[src/rtl/ltc2333_acq_scheduler.sv]
// Shares one LTC2333 conversion engine between N_REQ requesters: round-robin
// grant, loads the owner's burst config into the engine params, releases reset,
// counts cnv pulses to find the burst end, then acks the owner.
// Ports:
//   clk, aresetn            clock / async active-low reset
//   enable                  allow new grants (a running burst always completes)
//   req[N_REQ]              level requests, held until ack
//   cfg_channels/range/n_reads  per-requester burst config, packed by requester index
//   sample_period           shared delay-state count, captured at grant
//   cnv_mon                 engine cnv output (monitored)
//   grant, ack, err, busy   arbitration status (all registered)
//   w_*                     engine params fields (registered, stable outside IDLE)
module ltc2333_acq_scheduler #(
  parameter int unsigned N_REQ          = 4,
  parameter int unsigned RESET_CYCLES   = 2,
  parameter int unsigned TAIL_CYCLES    = 64,
  parameter int unsigned TIMEOUT_CYCLES = 100000
) (
  input  logic                 clk,
  input  logic                 aresetn,
  input  logic                 enable,
  input  logic [N_REQ-1:0]     req,
  input  logic [N_REQ*8-1:0]   cfg_channels,
  input  logic [N_REQ*3-1:0]   cfg_range,
  input  logic [N_REQ*16-1:0]  cfg_n_reads,
  input  logic [31:0]          sample_period,
  input  logic                 cnv_mon,
  output logic [N_REQ-1:0]     grant,
  output logic [N_REQ-1:0]     ack,
  output logic                 err,
  output logic                 busy,
  output logic                 w_reset,
  output logic                 w_mode,
  output logic [15:0]          w_n_reads,
  output logic [7:0]           w_active_channels,
  output logic [2:0]           w_range,
  output logic [31:0]          w_sample_period
);

  localparam int unsigned PTR_W  = (N_REQ > 1) ? $clog2(N_REQ) : 1;
  localparam int unsigned RST_W  = $clog2(RESET_CYCLES + 1);
  localparam int unsigned TAIL_W = $clog2(TAIL_CYCLES + 1);
  localparam int unsigned WD_W   = $clog2(TIMEOUT_CYCLES + 1);

  typedef enum logic [2:0] {
    S_IDLE,
    S_LOAD,
    S_RUN,
    S_DRAIN,
    S_DONE
  } state_e;

  state_e             state_q, state_d;
  logic [N_REQ-1:0]   grant_q, grant_d;
  logic [N_REQ-1:0]   ack_q, ack_d;
  logic               err_q, err_d;
  logic               busy_q, busy_d;
  logic               w_reset_q, w_reset_d;
  logic [15:0]        w_n_reads_q, w_n_reads_d;
  logic [7:0]         w_ch_q, w_ch_d;
  logic [2:0]         w_range_q, w_range_d;
  logic [31:0]        w_sp_q, w_sp_d;
  logic [PTR_W-1:0]   rr_ptr_q, rr_ptr_d;
  logic [PTR_W-1:0]   owner_q, owner_d;
  logic [RST_W-1:0]   rst_cnt_q, rst_cnt_d;
  logic [15:0]        cnv_cnt_q, cnv_cnt_d;
  logic [WD_W-1:0]    wdog_q, wdog_d;
  logic [TAIL_W-1:0]  tail_q, tail_d;
  logic               cnv_prev_q;

  logic               pick_found_c;
  logic [PTR_W-1:0]   pick_idx_c;
  logic [7:0]         pick_ch_c;
  logic [2:0]         pick_range_c;
  logic [15:0]        pick_n_c;
  logic               cnv_rise_c;
  logic [15:0]        cnv_cnt_inc_c;
  logic [PTR_W-1:0]   owner_next_c;

  assign cnv_rise_c    = cnv_mon & ~cnv_prev_q;
  assign cnv_cnt_inc_c = 16'(cnv_cnt_q + 16'd1);
  assign owner_next_c  = (owner_q == PTR_W'(N_REQ - 1)) ? '0 : PTR_W'(owner_q + 1'b1);

  // Round-robin pick: first pending request at or after rr_ptr, wrapping.
  always_comb begin : arb_comb
    int unsigned j;
    j            = 0;
    pick_found_c = 1'b0;
    pick_idx_c   = '0;
    pick_ch_c    = '0;
    pick_range_c = '0;
    pick_n_c     = '0;
    for (int unsigned i = 0; i < N_REQ; i++) begin
      j = (32'(rr_ptr_q) + i) % N_REQ;
      if (!pick_found_c && req[j]) begin
        pick_found_c = 1'b1;
        pick_idx_c   = PTR_W'(j);
        pick_ch_c    = cfg_channels[8*j +: 8];
        pick_range_c = cfg_range[3*j +: 3];
        pick_n_c     = cfg_n_reads[16*j +: 16];
      end
    end
  end

  // Next-state and registered-output logic.
  always_comb begin
    state_d     = state_q;
    grant_d     = grant_q;
    ack_d       = '0;
    err_d       = 1'b0;
    w_reset_d   = w_reset_q;
    w_n_reads_d = w_n_reads_q;
    w_ch_d      = w_ch_q;
    w_range_d   = w_range_q;
    w_sp_d      = w_sp_q;
    rr_ptr_d    = rr_ptr_q;
    owner_d     = owner_q;
    rst_cnt_d   = rst_cnt_q;
    cnv_cnt_d   = cnv_cnt_q;
    wdog_d      = wdog_q;
    tail_d      = tail_q;

    unique case (state_q)
      S_IDLE: begin
        w_reset_d = 1'b1;
        if (enable && pick_found_c) begin
          grant_d     = N_REQ'(1) << pick_idx_c;
          owner_d     = pick_idx_c;
          w_n_reads_d = pick_n_c;
          w_ch_d      = pick_ch_c;
          w_range_d   = pick_range_c;
          w_sp_d      = sample_period;
          rst_cnt_d   = '0;
          state_d     = S_LOAD;
        end
      end
      S_LOAD: begin
        if (rst_cnt_q == RST_W'(RESET_CYCLES - 1)) begin
          if (w_n_reads_q == '0) begin
            // Nothing to convert: finish without ever releasing the engine.
            state_d  = S_DONE;
            ack_d    = grant_q;
            grant_d  = '0;
            rr_ptr_d = owner_next_c;
          end else begin
            w_reset_d = 1'b0;
            cnv_cnt_d = '0;
            wdog_d    = '0;
            state_d   = S_RUN;
          end
        end else begin
          rst_cnt_d = RST_W'(rst_cnt_q + 1'b1);
        end
      end
      S_RUN: begin
        if (cnv_rise_c) begin
          cnv_cnt_d = cnv_cnt_inc_c;
          wdog_d    = '0;
          if (cnv_cnt_inc_c == w_n_reads_q) begin
            tail_d  = '0;
            state_d = S_DRAIN;
          end
        end else if (wdog_q == WD_W'(TIMEOUT_CYCLES - 1)) begin
          // Engine stalled: abort the burst and flag it on the ack.
          w_reset_d = 1'b1;
          err_d     = 1'b1;
          ack_d     = grant_q;
          grant_d   = '0;
          rr_ptr_d  = owner_next_c;
          state_d   = S_DONE;
        end else begin
          wdog_d = WD_W'(wdog_q + 1'b1);
        end
      end
      S_DRAIN: begin
        // Wait for the last conversion's cnv to stay low long enough.
        if (cnv_mon) begin
          tail_d = '0;
        end else if (tail_q == TAIL_W'(TAIL_CYCLES - 1)) begin
          w_reset_d = 1'b1;
          ack_d     = grant_q;
          grant_d   = '0;
          rr_ptr_d  = owner_next_c;
          state_d   = S_DONE;
        end else begin
          tail_d = TAIL_W'(tail_q + 1'b1);
        end
      end
      S_DONE: begin
        // One gap cycle so the owner can drop req before re-arbitration.
        w_reset_d = 1'b1;
        state_d   = S_IDLE;
      end
      default: begin
        state_d   = S_IDLE;
        grant_d   = '0;
        w_reset_d = 1'b1;
      end
    endcase

    busy_d = (state_d != S_IDLE);
  end

  // State and output registers.
  always_ff @(posedge clk or negedge aresetn) begin
    if (!aresetn) begin
      state_q     <= S_IDLE;
      grant_q     <= '0;
      ack_q       <= '0;
      err_q       <= 1'b0;
      busy_q      <= 1'b0;
      w_reset_q   <= 1'b1;
      w_n_reads_q <= '0;
      w_ch_q      <= '0;
      w_range_q   <= '0;
      w_sp_q      <= '0;
      rr_ptr_q    <= '0;
      owner_q     <= '0;
      rst_cnt_q   <= '0;
      cnv_cnt_q   <= '0;
      wdog_q      <= '0;
      tail_q      <= '0;
      cnv_prev_q  <= 1'b0;
    end else begin
      state_q     <= state_d;
      grant_q     <= grant_d;
      ack_q       <= ack_d;
      err_q       <= err_d;
      busy_q      <= busy_d;
      w_reset_q   <= w_reset_d;
      w_n_reads_q <= w_n_reads_d;
      w_ch_q      <= w_ch_d;
      w_range_q   <= w_range_d;
      w_sp_q      <= w_sp_d;
      rr_ptr_q    <= rr_ptr_d;
      owner_q     <= owner_d;
      rst_cnt_q   <= rst_cnt_d;
      cnv_cnt_q   <= cnv_cnt_d;
      wdog_q      <= wdog_d;
      tail_q      <= tail_d;
      cnv_prev_q  <= cnv_mon;
    end
  end

  assign grant             = grant_q;
  assign ack               = ack_q;
  assign err               = err_q;
  assign busy              = busy_q;
  assign w_reset           = w_reset_q;
  assign w_mode            = 1'b0;
  assign w_n_reads         = w_n_reads_q;
  assign w_active_channels = w_ch_q;
  assign w_range           = w_range_q;
  assign w_sample_period   = w_sp_q;

endmodule

[config.mk]
export PLATFORM = sky130hd
export DESIGN_NAME = ltc2333_acq_scheduler
export DESIGN_NICKNAME = d
export VERILOG_FILES = /design/src/rtl/ltc2333_acq_scheduler.sv
export SDC_FILE = /design/constraint.sdc
export NUM_CORES = 1
export LEC_CHECK = 0
export ABC_AREA = 1
export CAP_MARGIN = 10
export CORE_ASPECT_RATIO = 1.75
export CORE_MARGIN = 2
export CORE_UTILIZATION = 35
export DETAILED_ROUTE_END_ITERATION = 8
export GPL_TIMING_DRIVEN = 0
export PLACE_DENSITY = 0.71
export RECOVER_POWER = 50
export SYNTH_ARGS = -nofsm -noshare
export SYNTH_HDL_FRONTEND = slang
export SYNTH_SLANG_ARGS = --single-unit
export TNS_END_PERCENT = 10
[constraint.sdc]
create_clock -name clk -period 2.1 [get_ports clk]
set_input_delay 0.315 -clock clk [delete_from_list [all_inputs] [get_ports clk]]
set_output_delay 0.315 -clock clk [all_outputs]
set_load 0.05 [all_outputs]
==> flow_summary.yaml, run 1 <==
timing:
  slew_headroom_pct: 14.6
  setup_ws_ps: -54.5
  min_period_ps: 2150
  final-hold-violation-count: 0
  rsz0062_at_grt: "true"
  maxSlewViolCount: 0
  fin_skew_ps: 7.12
  finalSetupTns_ps: -373
  fmax_ghz: 0.464
  setup_violations: 12
  post-route-period-util_pct: 103
  worst_pin_slew_ps: 1280
logic_synthesis:
  synth_top_family_by_area: "simple AND/OR/NAND/NOR gates"
  syn-num-nets: 1532
  synthAdderAreaFrac_pct: 0.710
  synth_cell_types: 45
  synth_seq_area_share_pct: 34.1
  synthCells: 1379
  synth_mux_area_share_pct: 1.36
  synthArstFlopShare_pct: 100
  syn_avg_cell_area_um2: 6.39
  ys_ff_latch: 120
  yosys.area_share.simple_pct: 35.6
  syn_area_um2: 8810
  synth_compound_area_share_pct: 16.2
  ys.flop_type: "dfrtp_1"
  synth_warnings: 0
  synth_edf_count: 0
  synthXorXnorAreaFrac_pct: 1.28
global_route:
  grt_pass1_wl_um: 49800
  grtUsageTotal_pct: 24.2
  grt_max_degree: 97
  gr-total-overflow: 0
  grt_pass1_vias: 9800
  antenna_found_initial: 0
critical_path:
  cp_slowest_stage_delay_ps: 430
  critPathMaxFanout: 8
  critPathBufInv: 1
  cp_cell_sequence: "buf_6 > nand2_1 > nor2_4 > nand2_4 > nor2_4 > nand2_1 > nand2_2 > nand2_1 > nand2_1 > nand2_2 > nor2_4 > nand3_4 > nand2_8 > nand2_8 > nand2_2 > nand2_2"
  cp-start-kind: "register"
  cp-end-kind: "register"
  worst_path_max_delay_cell: "dfrtp_2"
  critPathRequiredTime_ps: 2420
  path_delay_family: "simple AND/OR/NAND/NOR gates"
  crit_type: "register to register"
  cp.arrival_ps: 2470
final_layout:
  syn2layout_area_growth_pct: 43.7
  nets: 1795
  nFillCells: 2391
  design_area_um2: 12700
  antennaDiodeCount: 0
  fin_cells: 1964
  drive_above_1_share_pct: 12.2
power_and_ir_drop:
  powerDensity_nw_per_um2: 1620
  ir_worst_vdd_mv: 0.725
  power_leakage_nw: 6.04
hold_path:
  min_path_type: "input pin to register"
route:
  wirelength_um: 32400
  drtAntennaViolNets: 0
  drt-met1-wl_um: 11600
  vias: 10300
  first_pass_iters: 6
  routed.top_layer: "met4"
  wl_per_cell_um: 16.5
  route.met3.wl_um: 1750
  drt_iter0_drc: 846
  via_per_inst: 5.22
  drc: 0
  met2_length_um: 17400
clock_network:
  cts_buffers: 17
  insertion_delay_ps: 430
  cts_tree: "done"
  clkTransAtPathRegs_ps: 60
  ctsRootBufferMaster: "clkbuf_16"
  h-tree-depth: 4
  clk_path_buf_depth: 2
  clkSinkCount: 120
outcome:
  violations: "setup timing"
  outcome: "finished, violations left"
die:
  core-area_um2: 24700
  start_util_pct: 35.6
  ios: 219
  die_h_um: 214
  dieArea_um2: 26500
  fp.dieW_um: 124
  rows: 76
place:
  dpl-instance-area_um2: 11400
  place_hpwl_um: 24800
  dp.cells: 1909
  io_buffer_count: 217
  finalWeightedCongestion: 0.982
run:
  drv_cap: 0
-- routing by layer --
layer	up-vias	GRT usage, %
met2	436	44.5
met5	-	0
met1	4740	26.4
met4	0	13.8
met3	102	2.82
li1	4982	-
-- cell usage after synthesis, types with 8 or more instances --
library cell  instances  area share [%]
nor2_1               83             3.5
dfrtp_1             119              34
o21ai_1              11            0.63
o211ai_1             31             2.6
mux2i_1              12             1.4
nand4_1              26             1.8
buf_4                 9            0.77
clkbuf_1             28             1.2
a21oi_1              35             2.0
nor2_2                8            0.57
inv_1               151             6.4
nand3_1              83             4.7
buf_2                24             1.4
nand2_2              10            0.71
nand2_1             524              22
o21ai_0             149             8.5
-- worst reg2reg max path, delay by kind of cell, from the launching register on --
family | cells | cell delay [ps]
buf+inv | 1 | 120
simple gates | 15 | 1510
flops | 1 | 430
-- flip-flops by register name, indices dropped and copies added (netlist names) --
| name | cells |
|---|---|
| w_range | 3 |
| cnv_cnt_q | 16 |
| err | 1 |
| owner_q | 2 |
| busy | 1 |
| tail_q | 7 |
| grant | 4 |
| rst_cnt_q | 2 |
| state_q | 3 |
| w_sample_period | 32 |
| w_n_reads | 16 |
| wdog_q | 17 |
| w_active_channels | 8 |
| cnv_prev_q | 1 |
| rr_ptr_q | 2 |
| w_reset | 1 |
| ack | 4 |
-- metrics by stage --
step                hold WS (ps)  utilization, %  setup slack (ps)  power [mW]
detailed placement           197            46.1              -672        16.1
finish                       418            51.2             -54.5        20.5
CTS                          320            49.3             -63.3        19.6
floorplan                   19.4               -              33.8        12.1
global placement             461            46.0             -4130        15.9
global route                 419            51.2              -201        21.8
-- path summary, 6_finish.rpt --
path / startpoint / to / slack, ps / cells past startpoint
worst max-delay path: cnv_cnt_q[0]$_DFFE_PN0P_ / tail_q[2]$_DFFE_PN0P_ / -50 / 16
worst min-delay path: sample_period[29] / w_sample_period[29]$_DFFE_PN0P_ / 420 / 3
worst max register to register: cnv_cnt_q[0]$_DFFE_PN0P_ / tail_q[2]$_DFFE_PN0P_ / -50 / 16
worst min register to register: w_sample_period[5]$_DFFE_PN0P_ / w_sample_period[5]$_DFFE_PN0P_ / 470 / 2
max in group asynchronous: aresetn / tail_q[4]$_DFFE_PN0P_ / 180 / 3
min in group asynchronous: aresetn / w_active_channels[7]$_DFFE_PN0P_ / 830 / 2
-- layout make-up --
cell class / count / area (um2) / share of cell area [%]
clock buffers: 21 / 460 / 3.64
repair buffers: 243 / 2390 / 18.9
well taps: 312 / 390 / 3.08
flip-flops and latches: 120 / 3010 / 23.8
plain buffers: 65 / 439 / 3.47
inverters: 159 / 621 / 4.90
repair inverters: 1 / 6.26 / 0.0494
multi-input cells: 1035 / 5160 / 40.8
clock inverters: 8 / 171 / 1.35
-- kinds of logic after synthesis --
logic type / count (synthesis)
muxes: 12
AOI/OAI and AO/OA: 254
buffers and inverters: 224
and+or+nand+nor: 754
xor gates and xnor gates: 9
other: 1
DFF: 120
adders and majority gates: 5
-- cells in the final DEF, fill, tap and decap left out, drive strengths merged, types with 35 or more instances in the layout --
cell	instances
a21oi	35
nand2	535
inv	159
nor2	92
clkdlybuf4s50	215
o21ai	162
clkbuf	57
buf	55
nand3	85
dfrtp	119
-- power by group --
part	total [mW]	switching [mW]	leakage (nW)	internal [mW]
registers	3.81	0.680	1.56	3.13
logic	13.5	8.95	4.17	4.58
clock network	3.17	1.03	0.305	2.14
total	20.5	10.7	6.04	9.86
-- timing repair --
action | 4_1_cts | 5_1_grt
endpoints found under the hold margin | 24 | 0
resized for setup | 45 | 111
pin swaps | 4 | 32
cloned | 0 | 1
endpoints found under the setup margin | 104 | 108
buffers inserted | 4 | 20
hold buffers | 1 | 0
Note: power is estimated with default switching activity, not from simulation.
==> run 2: changes to the inputs <==
--- a/config.mk
+++ b/config.mk
@@ -10,6 +10,7 @@
 export CORE_ASPECT_RATIO = 1.75
 export CORE_MARGIN = 2
 export CORE_UTILIZATION = 35
+export CTS_CLUSTER_SIZE = 25
 export DETAILED_ROUTE_END_ITERATION = 8
 export GPL_TIMING_DRIVEN = 0
 export PLACE_DENSITY = 0.71
==> results of run 2 <==
Same layout as run 1: the final DEF is identical, and so are final timing and power.
==> run 3: changes to the inputs <==
--- a/config.mk
+++ b/config.mk
@@ -10,11 +10,12 @@
 export CORE_ASPECT_RATIO = 1.75
 export CORE_MARGIN = 2
 export CORE_UTILIZATION = 35
+export CTS_CLUSTER_DIAMETER = 30
 export CTS_CLUSTER_SIZE = 25
 export DETAILED_ROUTE_END_ITERATION = 8
 export GPL_TIMING_DRIVEN = 0
 export PLACE_DENSITY = 0.71
-export RECOVER_POWER = 50
+export RECOVER_POWER = 25
 export SYNTH_ARGS = -nofsm -noshare
 export SYNTH_HDL_FRONTEND = slang
 export SYNTH_SLANG_ARGS = --single-unit
==> flow_summary.yaml, run 3 (same netlist as run 1, synthesis figures left out) <==
outcome:
  outcome: "finished, violations left"
  violations: "setup timing"
die:
  die_h_um: 214
  ios: 219
  rows: 76
  core-area_um2: 24700
  fp.dieW_um: 124
  start_util_pct: 35.6
  dieArea_um2: 26500
route:
  vias: 10300
  via_per_inst: 5.24
  drt_iter0_drc: 855
  drtAntennaViolNets: 0
  drc: 0
  wirelength_um: 32400
  first_pass_iters: 5
  wl_per_cell_um: 16.5
critical_path:
  critPathRequiredTime_ps: 2420
  rrSetupSlack_ps: -50
  cp-start-kind: "register"
  cp_cell_sequence: "buf_6 > nand2_1 > nor2_4 > nand2_4 > nor2_4 > nand2_1 > nand2_2 > nand2_1 > nand2_1 > nand2_2 > nor2_4 > nand3_4 > nand2_8 > nand2_8 > nand2_2 > nand2_2"
  critPathMaxFanout: 8
  r2r_start: "cnv_cnt_q[0]$_DFFE_PN0P_"
  reg2reg_to: "tail_q[2]$_DFFE_PN0P_"
  cp_slowest_stage_delay_ps: 430
  cp.arrival_ps: 2470
  worst_path_max_delay_cell: "dfrtp_2"
  crit_type: "register to register"
  critPathBufInv: 1
  reg2regPathDepth: 16
  cp-end-kind: "register"
  path_delay_family: "simple AND/OR/NAND/NOR gates"
final_layout:
  final_cell_mix: "nand2_1, clkdlybuf4s50_1, inv_1, o21ai_0, dfrtp_1"
  largest_reg_flops: 32
  nets: 1795
  antennaDiodeCount: 0
  nFillCells: 2385
  syn2layout_area_growth_pct: 43.9
  drive_above_1_share_pct: 12.5
  mostFrequentLayoutCell: "nand2_1"
timing:
  finalSetupTns_ps: -332
  rsz0062_at_grt: "true"
  slew_headroom_pct: 14.8
  worst_pin_slew_ps: 1280
  fmax_ghz: 0.465
  min_period_ps: 2150
  setup_ws_ps: -50.4
  post-route-period-util_pct: 102
  maxSlewViolCount: 0
  holdWs_ps: 419
  final-hold-violation-count: 0
  setup_violations: 12
  fin_skew_ps: 6.97
clock_network:
  clkTransAtPathRegs_ps: 60
  cts_tree: "done"
  clkSinkCount: 120
  ctsRootBufferMaster: "clkbuf_16"
  h-tree-depth: 4
  insertion_delay_ps: 430
  clk_path_buf_depth: 2
  cts_buffers: 17
global_route:
  grtUsageTotal_pct: 24.2
  antenna_found_initial: 0
  grt_pass1_vias: 9800
  grt_pass1_wl_um: 49800
  grt_max_degree: 97
  gr-total-overflow: 0
power_and_ir_drop:
  powerDensity_nw_per_um2: 1620
  power_mw: 20.5
  ir_worst_vdd_mv: 0.723
  power_leakage_nw: 6.04
run:
  drv_cap: 0
place:
  dpl_worst_slack_ps: -672
  io_buffer_count: 217
  place_hpwl_um: 24800
  finalWeightedCongestion: 0.982
hold_path:
  min_path_type: "input pin to register"
  hold_path_depth: 3
  min_from: "sample_period[29]"
  min_to: "w_sample_period[29]$_DFFE_PN0P_"
[run 3: changes by cell type in the layout (fill, tap and decap cells not counted), sizes merged]
cell / change
dlymetal6s2s: +1
clkbuf: -2
buf: +1
[run 3: worst reg2reg max path, cell delays in order (launching register included)]
cell and delay, ps:
dfrtp_2 430, buf_6 120, nand2_1 90, nor2_4 210
nand2_4 110, nor2_4 130, nand2_1 70, nand2_2 60
nand2_1 70, nand2_1 80, nand2_2 70, nor2_4 160
nand3_4 140, nand2_8 120, nand2_8 80, nand2_2 90
nand2_2 40
[run 3: routing by layer]
metal	up-vias	share of wire (%)	track usage (%)	wire [um]
li1	4977	-	-	-
met1	4742	36	26.4	11600
met2	452	54	44.5	17400
met3	111	5.3	2.82	1710
met4	0	5.1	13.8	1670
met5	-	0	0	0
[run 3: how the worst max path moves through the flow]
stage | start | endpoint | depth (start not counted)
5_1_grt | cnv_cnt_q[0]$_DFFE_PN0P_ | tail_q[2]$_DFFE_PN0P_ | 16
4_1_cts | cnv_cnt_q[0]$_DFFE_PN0P_ | tail_q[6]$_DFFE_PN0P_ | 16
3_5_place_dp | cnv_mon | grant[2]$_DFFE_PN0P_ | 12
6_report | cnv_cnt_q[0]$_DFFE_PN0P_ | tail_q[2]$_DFFE_PN0P_ | 16
2_1_floorplan | w_n_reads[1]$_DFFE_PN0P_ | wdog_q[3]$_DFFE_PN0P_ | 12
3_3_place_gp | aresetn | w_sample_period[11]$_DFFE_PN0P_ | 1
[run 3: metrics by stage]
stage | util, % | cells | instance area [um2]
2_1_floorplan | - | 1379 | 8810
3_3_place_gp | 46.0 | 1908 | 11400
3_5_place_dp | 46.1 | 1909 | 11400
4_1_cts | 49.3 | 1943 | 12200
5_1_grt | 51.3 | 1964 | 12700
6_report | 51.3 | 1964 | 12700
[run 3: final cells by class]
type                    instances  area (um2)  area share, %
multi-input cells            1035        5170           40.8
flip-flops and latches        120        3010           23.7
repair buffers                243        2410           19.0
inverters                     159         621           4.90
clock buffers                  21         460           3.63
plain buffers                  65         439           3.46
well taps                     312         390           3.08
clock inverters                 8         171           1.35
repair inverters                1        6.26         0.0494
[run 3: repair_timing]
item | in CTS | in global routing
hold buffers | 1 | 0
gates resized for setup | 45 | 111
buffers inserted | 4 | 20
setup endpoints to repair | 104 | 108
pin swaps | 4 | 32
hold endpoints to repair | 24 | 0
gates cloned | 0 | 1
[run 3: power breakdown]
group / total [mW] / internal [mW] / switching [mW]
registers: 3.82 / 3.14 / 0.680
logic: 13.5 / 4.59 / 8.95
clock network: 3.18 / 2.14 / 1.03
total: 20.5 / 9.87 / 10.7
